`src/rtl/jcpu_pkg.sv`:
```
// Shared types and constants for the jcscpu clock/stepper slice.
// Quarter-phase and stepper-state enums, step-bus reset pattern and
// small decode helpers used by clk_stepper and jphase_gen.
package jcpu_pkg;

  localparam int NSTEPS = 6;

  // One-hot step bus, index 0 is step 0 (leftmost bit of the literal).
  localparam logic [0:NSTEPS-1] STP_RESET = 6'b100000;

  typedef enum logic [1:0] {Q0, Q1, Q2, Q3} phase_t;

  typedef enum logic [1:0] {IDLE, RUN, HALTED, PAUSE} stpst_t;

  // The four clock-like outputs, in output-port order.
  typedef struct packed {
    logic clk;
    logic clkd;
    logic clke;
    logic clks;
  } qclk_t;

  localparam qclk_t QCLK_OFF = '{clk: 1'b0, clkd: 1'b0, clke: 1'b0, clks: 1'b0};

  // Quarter phase -> clock levels. clke = clk|clkd, clks = clk&clkd.
  function automatic qclk_t phase_decode(phase_t q);
    qclk_t c;
    c = QCLK_OFF;
    case (q)
      Q0: begin c.clk = 1'b1; c.clke = 1'b1; end
      Q1: begin c.clk = 1'b1; c.clkd = 1'b1; c.clke = 1'b1; c.clks = 1'b1; end
      Q2: begin c.clkd = 1'b1; c.clke = 1'b1; end
      default: c = QCLK_OFF;
    endcase
    return c;
  endfunction

  // Q0 -> Q1 -> Q2 -> Q3 -> Q0.
  function automatic phase_t phase_next(phase_t q);
    phase_t n;
    case (q)
      Q0: n = Q1;
      Q1: n = Q2;
      Q2: n = Q3;
      default: n = Q0;
    endcase
    return n;
  endfunction

  // Advance the one-hot step: bit k moves to bit k+1, last bit wraps to 0.
  function automatic logic [0:NSTEPS-1] stp_rotate(logic [0:NSTEPS-1] s);
    return {s[NSTEPS-1], s[0:NSTEPS-2]};
  endfunction

endpackage

```
`src/rtl/jphase_gen.sv`:
```
// Quarter-phase generator: DIV-cycle divider plus Q0..Q3 counter.
// The stepper tells it whether the current cycle is a RUN cycle (adv) and
// whether the next one will be (run_nx); outside RUN everything is held at 0.
// Outputs are flops loaded from the next-state decode, so the clock-like
// outputs never glitch. q3_end is high during the final cycle of Q3;
// q3_end_nx is its next-state value for the stepper's own output flops.
module jphase_gen import jcpu_pkg::*; #(
  parameter int DIV = 4
) (
  input  logic CLK_sys,
  input  logic RST_n,
  input  logic adv,
  input  logic run_nx,
  output logic CLK_clk,
  output logic CLK_clkd,
  output logic CLK_clke,
  output logic CLK_clks,
  output logic q3_end,
  output logic q3_end_nx
);

  localparam int CW = (DIV > 1) ? $clog2(DIV) : 1;

  phase_t phase, phase_nx;
  logic   last;     // current cycle is the last of its quarter
  logic   last_nx;  // next cycle will be the last of its quarter
  qclk_t  ck_nx;

  generate
    if (DIV == 1) begin : g_nodiv
      // Divider bypassed: every cycle is a whole quarter.
      assign last    = 1'b1;
      assign last_nx = 1'b1;
    end else begin : g_div
      logic [CW-1:0] cnt, cnt_nx;

      // Divider count: runs only across consecutive RUN cycles, else 0.
      always_comb begin
        cnt_nx = '0;
        if (run_nx && adv && !last) cnt_nx = cnt + CW'(1);
      end

      assign last    = (cnt == CW'(DIV - 1));
      assign last_nx = (cnt_nx == CW'(DIV - 1));

      // Divider register.
      always_ff @(posedge CLK_sys or negedge RST_n) begin
        if (!RST_n) cnt <= '0;
        else        cnt <= cnt_nx;
      end
    end
  endgenerate

  // Next phase: entering RUN (from IDLE/HALTED/PAUSE) always starts at Q0.
  always_comb begin
    phase_nx = Q0;
    if (run_nx && adv) phase_nx = last ? phase_next(phase) : phase;
    ck_nx     = run_nx ? phase_decode(phase_nx) : QCLK_OFF;
    q3_end_nx = run_nx && (phase_nx == Q3) && last_nx;
  end

  // Phase register and registered clock outputs.
  always_ff @(posedge CLK_sys or negedge RST_n) begin
    if (!RST_n) begin
      phase    <= Q0;
      CLK_clk  <= 1'b0;
      CLK_clkd <= 1'b0;
      CLK_clke <= 1'b0;
      CLK_clks <= 1'b0;
      q3_end   <= 1'b0;
    end else begin
      phase    <= phase_nx;
      CLK_clk  <= ck_nx.clk;
      CLK_clkd <= ck_nx.clkd;
      CLK_clke <= ck_nx.clke;
      CLK_clks <= ck_nx.clks;
      q3_end   <= q3_end_nx;
    end
  end

endmodule

```
`src/rtl/clk_stepper.sv`:
```
// Clock-phase generator and 6-step stepper for the jcscpu core.
// Produces CLK_clk/clkd/clke/clks via jphase_gen and the one-hot STP_bus.
// A halt request is latched (halt_pend) and honoured only at the end of
// step 5 Q3, so instructions always finish cleanly.
// Optional feature macro STEP_SINGLE_EN adds ss_mode/step_req ports and the
// PAUSE state (stop after every step until step_req).
module clk_stepper import jcpu_pkg::*; #(
  parameter int DIV = 4
) (
  input  logic              CLK_sys,
  input  logic              RST_n,
  input  logic              start,
  input  logic              halt_req,
`ifdef STEP_SINGLE_EN
  input  logic              ss_mode,
  input  logic              step_req,
`endif
  output logic              CLK_clk,
  output logic              CLK_clkd,
  output logic              CLK_clke,
  output logic              CLK_clks,
  output logic [0:NSTEPS-1] STP_bus,
  output logic              running,
  output logic              instr_done
);

  stpst_t            state, state_nx;
  logic [0:NSTEPS-1] stp_nx;
  logic              halt_pend, pend_nx;
  logic              q3_end, q3_end_nx;
  logic              run_nx;

  assign run_nx = (state_nx == RUN);

  jphase_gen #(.DIV(DIV)) u_phase (
    .CLK_sys   (CLK_sys),
    .RST_n     (RST_n),
    .adv       (state == RUN),
    .run_nx    (run_nx),
    .CLK_clk   (CLK_clk),
    .CLK_clkd  (CLK_clkd),
    .CLK_clke  (CLK_clke),
    .CLK_clks  (CLK_clks),
    .q3_end    (q3_end),
    .q3_end_nx (q3_end_nx)
  );

  // Stepper next state, step bus and halt latch.
  always_comb begin
    state_nx = state;
    stp_nx   = STP_bus;
    pend_nx  = halt_pend;
    case (state)
      IDLE, HALTED: begin
        stp_nx = STP_RESET;
        if (start) state_nx = RUN;
      end
      RUN: begin
        // Same-cycle request still counts at this boundary.
        pend_nx = halt_pend | halt_req;
        if (q3_end) begin
          if (STP_bus[NSTEPS-1] && pend_nx) begin
            state_nx = HALTED;
            stp_nx   = STP_RESET;
            pend_nx  = 1'b0;
          end else begin
            stp_nx = stp_rotate(STP_bus);
`ifdef STEP_SINGLE_EN
            if (ss_mode) state_nx = PAUSE;
`endif
          end
        end
      end
`ifdef STEP_SINGLE_EN
      PAUSE: begin
        // STP_bus already shows the step about to run.
        if (step_req) state_nx = RUN;
      end
`endif
      default: begin
        state_nx = IDLE;
        stp_nx   = STP_RESET;
        pend_nx  = 1'b0;
      end
    endcase
  end

  // State, step bus and status flops, all loaded from next-state values.
  always_ff @(posedge CLK_sys or negedge RST_n) begin
    if (!RST_n) begin
      state      <= IDLE;
      STP_bus    <= STP_RESET;
      halt_pend  <= 1'b0;
      running    <= 1'b0;
      instr_done <= 1'b0;
    end else begin
      state      <= state_nx;
      STP_bus    <= stp_nx;
      halt_pend  <= pend_nx;
      running    <= (state_nx == RUN) || (state_nx == PAUSE);
      instr_done <= q3_end_nx && stp_nx[NSTEPS-1];
    end
  end

endmodule

```
`config.mk`:
```
export PLATFORM = sky130hd
export DESIGN_NAME = clk_stepper
export DESIGN_NICKNAME = d
export VERILOG_FILES = /design/src/rtl/jcpu_pkg.sv /design/src/rtl/jphase_gen.sv /design/src/rtl/clk_stepper.sv
export SDC_FILE = /design/constraint.sdc
export NUM_CORES = 1
export LEC_CHECK = 0
export ABC_CLOCK_PERIOD_IN_PS = 2150
export CORE_MARGIN = 1
export CORE_UTILIZATION = 37
export DETAILED_ROUTE_END_ITERATION = 8
export SLEW_MARGIN = 20
export SYNTH_ARGS = -nofsm -noshare
export SYNTH_HDL_FRONTEND = slang
export SYNTH_SLANG_ARGS = --single-unit
```
`constraint.sdc`:
```
create_clock -name CLK_sys -period 2.15 [get_ports CLK_sys]
set_input_delay 0.43 -clock CLK_sys [delete_from_list [all_inputs] [get_ports CLK_sys]]
set_output_delay 0.43 -clock CLK_sys [all_outputs]
set_load 0.03 [all_outputs]
```
# Word level (Yosys, flattened, before mapping)
# Index checks and enable logic that the tools add are counted.
dict set report totals {
  ff_bits 20
  inputBits 4
  output_inout_bits 12
  word_cells 61
}
dict set report op_classes {
  n_bitwise 1
  addsub 1
  mux 19
  n_reduce_logical 15
  eq_ne 12
}
# op n
set ops {}
lappend ops {{2-to-1 mux 6 bit} 3}
lappend ops {{== test 2 bit (second input constant)} 7}
lappend ops {{2-to-1 mux 2 bit} 6}
lappend ops {{== test 2 x 1 -> 1 bit (second input constant)} 4}
lappend ops {{logical AND 1 bit} 6}
lappend ops {{zero test 2 bit} 3}
lappend ops {{2-to-1 mux 1 bit} 6}
lappend ops {{one-hot mux 2 bit (3 select lines)} 1}
lappend ops {{OR reduction 2 bit} 3}
lappend ops {{2-to-1 mux 4 bit} 1}
lappend ops {{one-hot mux 2 bit (2 select lines)} 1}
lappend ops {{OR reduction 3 bit} 1}
lappend ops {{adder 2 x 1 -> 2 bit (second input constant)} 1}
lappend ops {{!= test 2 bit (second input constant)} 1}
lappend ops {{one-hot mux 1 bit (2 select lines)} 1}
lappend ops {{zero test 1 bit} 1}
lappend ops {{logical OR 1 bit} 1}
lappend ops {{OR 1 bit} 1}

# Logic depth before layout (Yosys ltp)
dict set report depth {
  word_depth 12
  mapped_depth 7
}

# Hierarchy
# From an unflattened synthesis, not the netlist that was laid out.
dict set report hier_totals {
  cells_unflattened 72
  hier_area_um2 894.6
}
# mod cells_each area_each_um2 seq_area_each_um2 n_inst
set modules_own_cells {}
lappend modules_own_cells {clk_stepper 39 479.2 251.5 1}
lappend modules_own_cells {jphase_gen 33 415.4 225.2 1}

# Worst setup path after synthesis
# Ideal clock, no wire load.
dict set report synth_path {
  path_type {reg-to-reg}
  start {register state[0]}
  end {register instr_done}
  setup_ns 0.096
  period_less_slack_ns 1.764
  path_stages_with_launch 7
  arrival_time_ns 1.668
  path_buffers 0
  setup_slack_ns 0.386
  path_cell_list {dfrtp_1 -> and2b_4 -> nand2_2 -> a211oi_1 -> ha_1 -> nand2b_1 -> nor4_2}
}
dict set report synth_between {
  elab_chain_cells 10
}
# item line
set synth_lines {}
lappend synth_lines {{start, declared} clk_stepper.sv:27} ;# stpst_t state, state_nx;
lappend synth_lines {{start signal, assigned} clk_stepper.sv:97} ;# state <= state_nx;
lappend synth_lines {{== test 2 bit (tied with other cells)} clk_stepper.sv:53} ;# case (state)
lappend synth_lines {{OR reduction 2 bit or 2-to-1 mux 2 bit (tied branches)} {clk_stepper.sv:53, clk_stepper.sv:61}}
lappend synth_lines {{one-hot mux 2 bit (2 select lines)} clk_stepper.sv:53}
lappend synth_lines {{== test 2 x 1 -> 1 bit} clk_stepper.sv:33} ;# assign run_nx = (state_nx == RUN);
lappend synth_lines {{logical AND 1 bit *} jphase_gen.sv:57} ;# if (run_nx && adv) phase_nx = last ? phase_next(phase) : phase;
lappend synth_lines {{2-to-1 mux 2 bit *} jphase_gen.sv:57}
lappend synth_lines {{named net u_phase.phase_nx[0]} jphase_gen.sv:24} ;# phase_t phase, phase_nx;
lappend synth_lines {{== test 2 bit *} jphase_gen.sv:59} ;# q3_end_nx = run_nx && (phase_nx == Q3) && last_nx;
lappend synth_lines {{logical AND 1 bit * (2 in series)} jphase_gen.sv:59}
lappend synth_lines {{logical AND 1 bit *} clk_stepper.sv:101} ;# instr_done <= q3_end_nx && stp_nx[NSTEPS-1];
lappend synth_lines {{end signal, assigned} clk_stepper.sv:101}
lappend synth_lines {{end, declared} clk_stepper.sv:24} ;# output logic instr_done
# Mark *: on every way through the listed nets, which the timed path passes. The rest lies on a longest branch.
# A chain may end at the register's enable or synchronous reset.

# Worst setup path after layout
dict set report layout_path {
  start {register STP_bus[0] (netlist bit)}
  end {output STP_bus[0] (netlist bit)}
}
# item line
set layout_rtl {}
lappend layout_rtl {{start, declared} clk_stepper.sv:22} ;# output logic [0:NSTEPS-1] STP_bus,
lappend layout_rtl {{start signal, assigned} clk_stepper.sv:98} ;# STP_bus <= stp_nx;
# No word-level cell between the ends.

==> reports/metrics.yaml <==
clk_buf_depth: 2
area.growth.synth_to_final_pct: 27.87
critical_path.startpoint_type: "flip-flop"
worst-slew-pin-transition_ns: 0.3825
vias_in_the_first_global_route: 647
placementRows: 17
postCtsResizedCells: 0
grt.overflow.total: 0
tritoncts.num_buffers: 3
p_per_area_mw_per_mm2: 1098
cts_htree_levels: 1
fin_crit_ns: 1.956
run_status: "completed"
io_buffer_count: 15
fraction_of_the_cycle_the_final_worst_path_needs: 0.9097
final_cell_mix: "dfrtp_1, clkdlybuf4s50_1, nor2_1"
worst-path-buf-inv: 1
drt_iter0_drcs: 1
place_worst_setup_slack_ns: 0.03730
critical_path.cell_chain: "clkdlybuf4s50_1"
fp.dieArea_mm2: 0.002552
die_y_um: 50.52
yosys_warnings: 0
timing.setup.tns_ns: 0
cp-end-kind: "primary output"
clk_transition_reported_paths_ns: 0.11
cts_tree: "yes"
viasPerCell: 4.803
post_drt_wl_per_cell_um: 12.38
gpl.final_weighted_congestion: 0.7791
yosysUniqueCellTypes: 28
switching_power_mw: 0.4604
leakage_nw: 0.5215
timing.max_cap.violations: 0
die_width_um: 50.52
max_freq_ghz: 0.5113
synth.cell_area_um2: 870.8
final_common_cell: "dfrtp_1"
setup_violation_total_in_the_final_timing_report: 0
diodes: 0
netSwitchingFraction: 0.3765
final_util: 0.5034
synthesis.area_per_instance_um2: 12.27
postCtsSetupRepairBufs: 0
layout.nets: 106
via_count: 586
coreArea_mm2: 0.002212
path_class: "flip-flop to primary output"
ioPinCount: 16
cp_slowest_stage_delay_ns: 0.66
layout_filler_cell_count: 213
timing.slew.headroom: 0.7442
critPathTopFamily: "buffers and inverters"
timing.critical_path.required_ns: 1.72
worst_path_max_delay_cell: "clkdlybuf4s50_1"
power_mw: 1.223
timing.critical_path.arrival_ns: 1.53
seq_area_frac_synth: 0.5474
yosys.area.top_type: "dfrtp_1"
postRouteAntennaNets: 0
cts_num_sinks: 19
pwr-share-clk: 0.147
report.final.slew_viol_count: 0
total_of_flip_flops_plus_latches_after_synthesis: 19
layout.cells.non_filler: 122
synthTopCellsByArea: "dfrtp_1, ha_1, a22o_1, nand2b_1, nor2_1"
synth.top_cell.area_share: 0.5172
grt_setup_unrepaired: "no"
detailedPlacementHpwl_um: 1162
cts_hold_repair.buffers: 0
worst-path-max-fanout: 3
cell_internal_pwr_mw: 0.7626
power.sequential.fraction: 0.403
drt_pre_antenna_iters: 4
max-vdd-ir-drop_uv: 647.4
wirelength_um: 1510
cts_root_buffer: "clkbuf_4"
drive_gt1_frac: 0.2021
antenna_found_initial: 0
track_usage: 0.1476
timing.clock.skew_ns: 0.002181
synth_fp_nets: 82
initial_utilization: 0.3937
grt_max_degree: 13
hold_path_class: "primary input to asynchronous set/reset pin"
fin_ws_ns: 0.1942
placed_cells: 118
clock_latency_ns: 0.30
final-hold-violation-count: 0
grt_pass1_wl_um: 2725
drc: 0
syn_inst: 71
pwr-share-comb: 0.451
## sequential cells by signal (all words and copies together), names as in the netlist
name / count
STP_bus: 6
state: 2
u_phase.g_div.cnt: 2
u_phase.phase: 2
halt_pend: 1
instr_done: 1
u_phase.CLK_clk: 1
u_phase.CLK_clkd: 1
u_phase.CLK_clke: 1
u_phase.CLK_clks: 1
u_phase.q3_end: 1
## worst paths after layout
path                                                     start                             end  slack (ns)  depth (start not counted)
min in group CLK_sys            u_phase.g_div.cnt[0]$_DFF_PN0_  u_phase.g_div.cnt[0]$_DFF_PN0_        0.47                          1
worst min register to register  u_phase.g_div.cnt[0]$_DFF_PN0_  u_phase.g_div.cnt[0]$_DFF_PN0_        0.47                          1
worst max register to register              state[1]$_DFF_PN0_       u_phase.CLK_clk$_DFF_PN0_        0.44                          7
max in group asynchronous                                RST_n          STP_bus[0]$_DFFE_PN1P_        1.18                          2
worst min-delay path                                     RST_n           halt_pend$_DFFE_PN0N_        0.40                          1
worst max-delay path                    STP_bus[0]$_DFFE_PN1P_                      STP_bus[0]        0.19                          1
## layer usage
| metal | up-vias | GRT usage | wire length, µm |
|---|---|---|---|
| li1 | 288 | - | - |
| met1 | 280 | 0.1673 | 671 |
| met2 | 16 | 0.2444 | 759 |
| met3 | 2 | 0.05455 | 68 |
| met4 | 0 | 0.06944 | 11 |
| met5 | - | 0 | 0 |
## through the flow
step / area, µm² / hold slack, ns
final: 1114 / 0.4030
after global routing: 1114 / 0.4153
after CTS: 1114 / 0.4066
after detailed placement: 1086 / 0.4586
after global placement: 1086 / 0.4558
after floorplan: 870.8 / 0.1344
## synthesized netlist by cell type (all sizes together)
| cell | number |
|---|---|
| inv | 5 |
| a22o | 4 |
| a21oi | 3 |
| a211oi | 1 |
| nand2 | 2 |
| mux2i | 1 |
| dfstp | 1 |
| or2 | 1 |
| dfrtp | 18 |
| nor2b | 1 |
| o22ai | 1 |
| nand2b | 5 |
| and2b | 2 |
| ha | 7 |
| a32oi | 1 |
| o21ai | 1 |
| nor3 | 2 |
| a211o | 1 |
| and2 | 1 |
| nor4 | 1 |
| and3 | 1 |
| nor2 | 8 |
| o211ai | 1 |
| nor3b | 1 |
| nand3 | 1 |
## power groups by stage
stage / sequential (mW) / combinational [mW] / clock (mW)
2_1_floorplan: 0.586 / 0.257 / 0
3_3_place_gp: 0.499 / 0.549 / 0
3_5_place_dp: 0.499 / 0.559 / 0
4_1_cts: 0.493 / 0.561 / 0.189
5_1_grt: 0.503 / 0.615 / 0.203
6_report: 0.492 / 0.551 / 0.180
## kinds of logic (layout without fill, tap and decap cells)
kind of cell / after synthesis / count (layout) / share of synthesized area
compound gates: 13 / 13 / 0.1264
fa+ha+maj: 7 / 7 / 0.1006
buf+inv: 5 / 28 / 0.02154
flops: 19 / 19 / 0.5474
mux: 1 / 1 / 0.01149
simple gates: 26 / 26 / 0.1925
## layout make-up
class | instances | area, µm² | area share
Clock buffer | 3 | 22.52 | 0.02022
Multi-Input combinational cell | 47 | 375.4 | 0.3371
Clock inverter | 1 | 5.005 | 0.004494
Inverter | 5 | 18.77 | 0.01685
Sequential cell | 19 | 476.7 | 0.4281
Tap cell | 28 | 35.03 | 0.03146
Timing Repair Buffer | 19 | 180.2 | 0.1618
No activity file was read; power rests on OpenSTA's default activity.
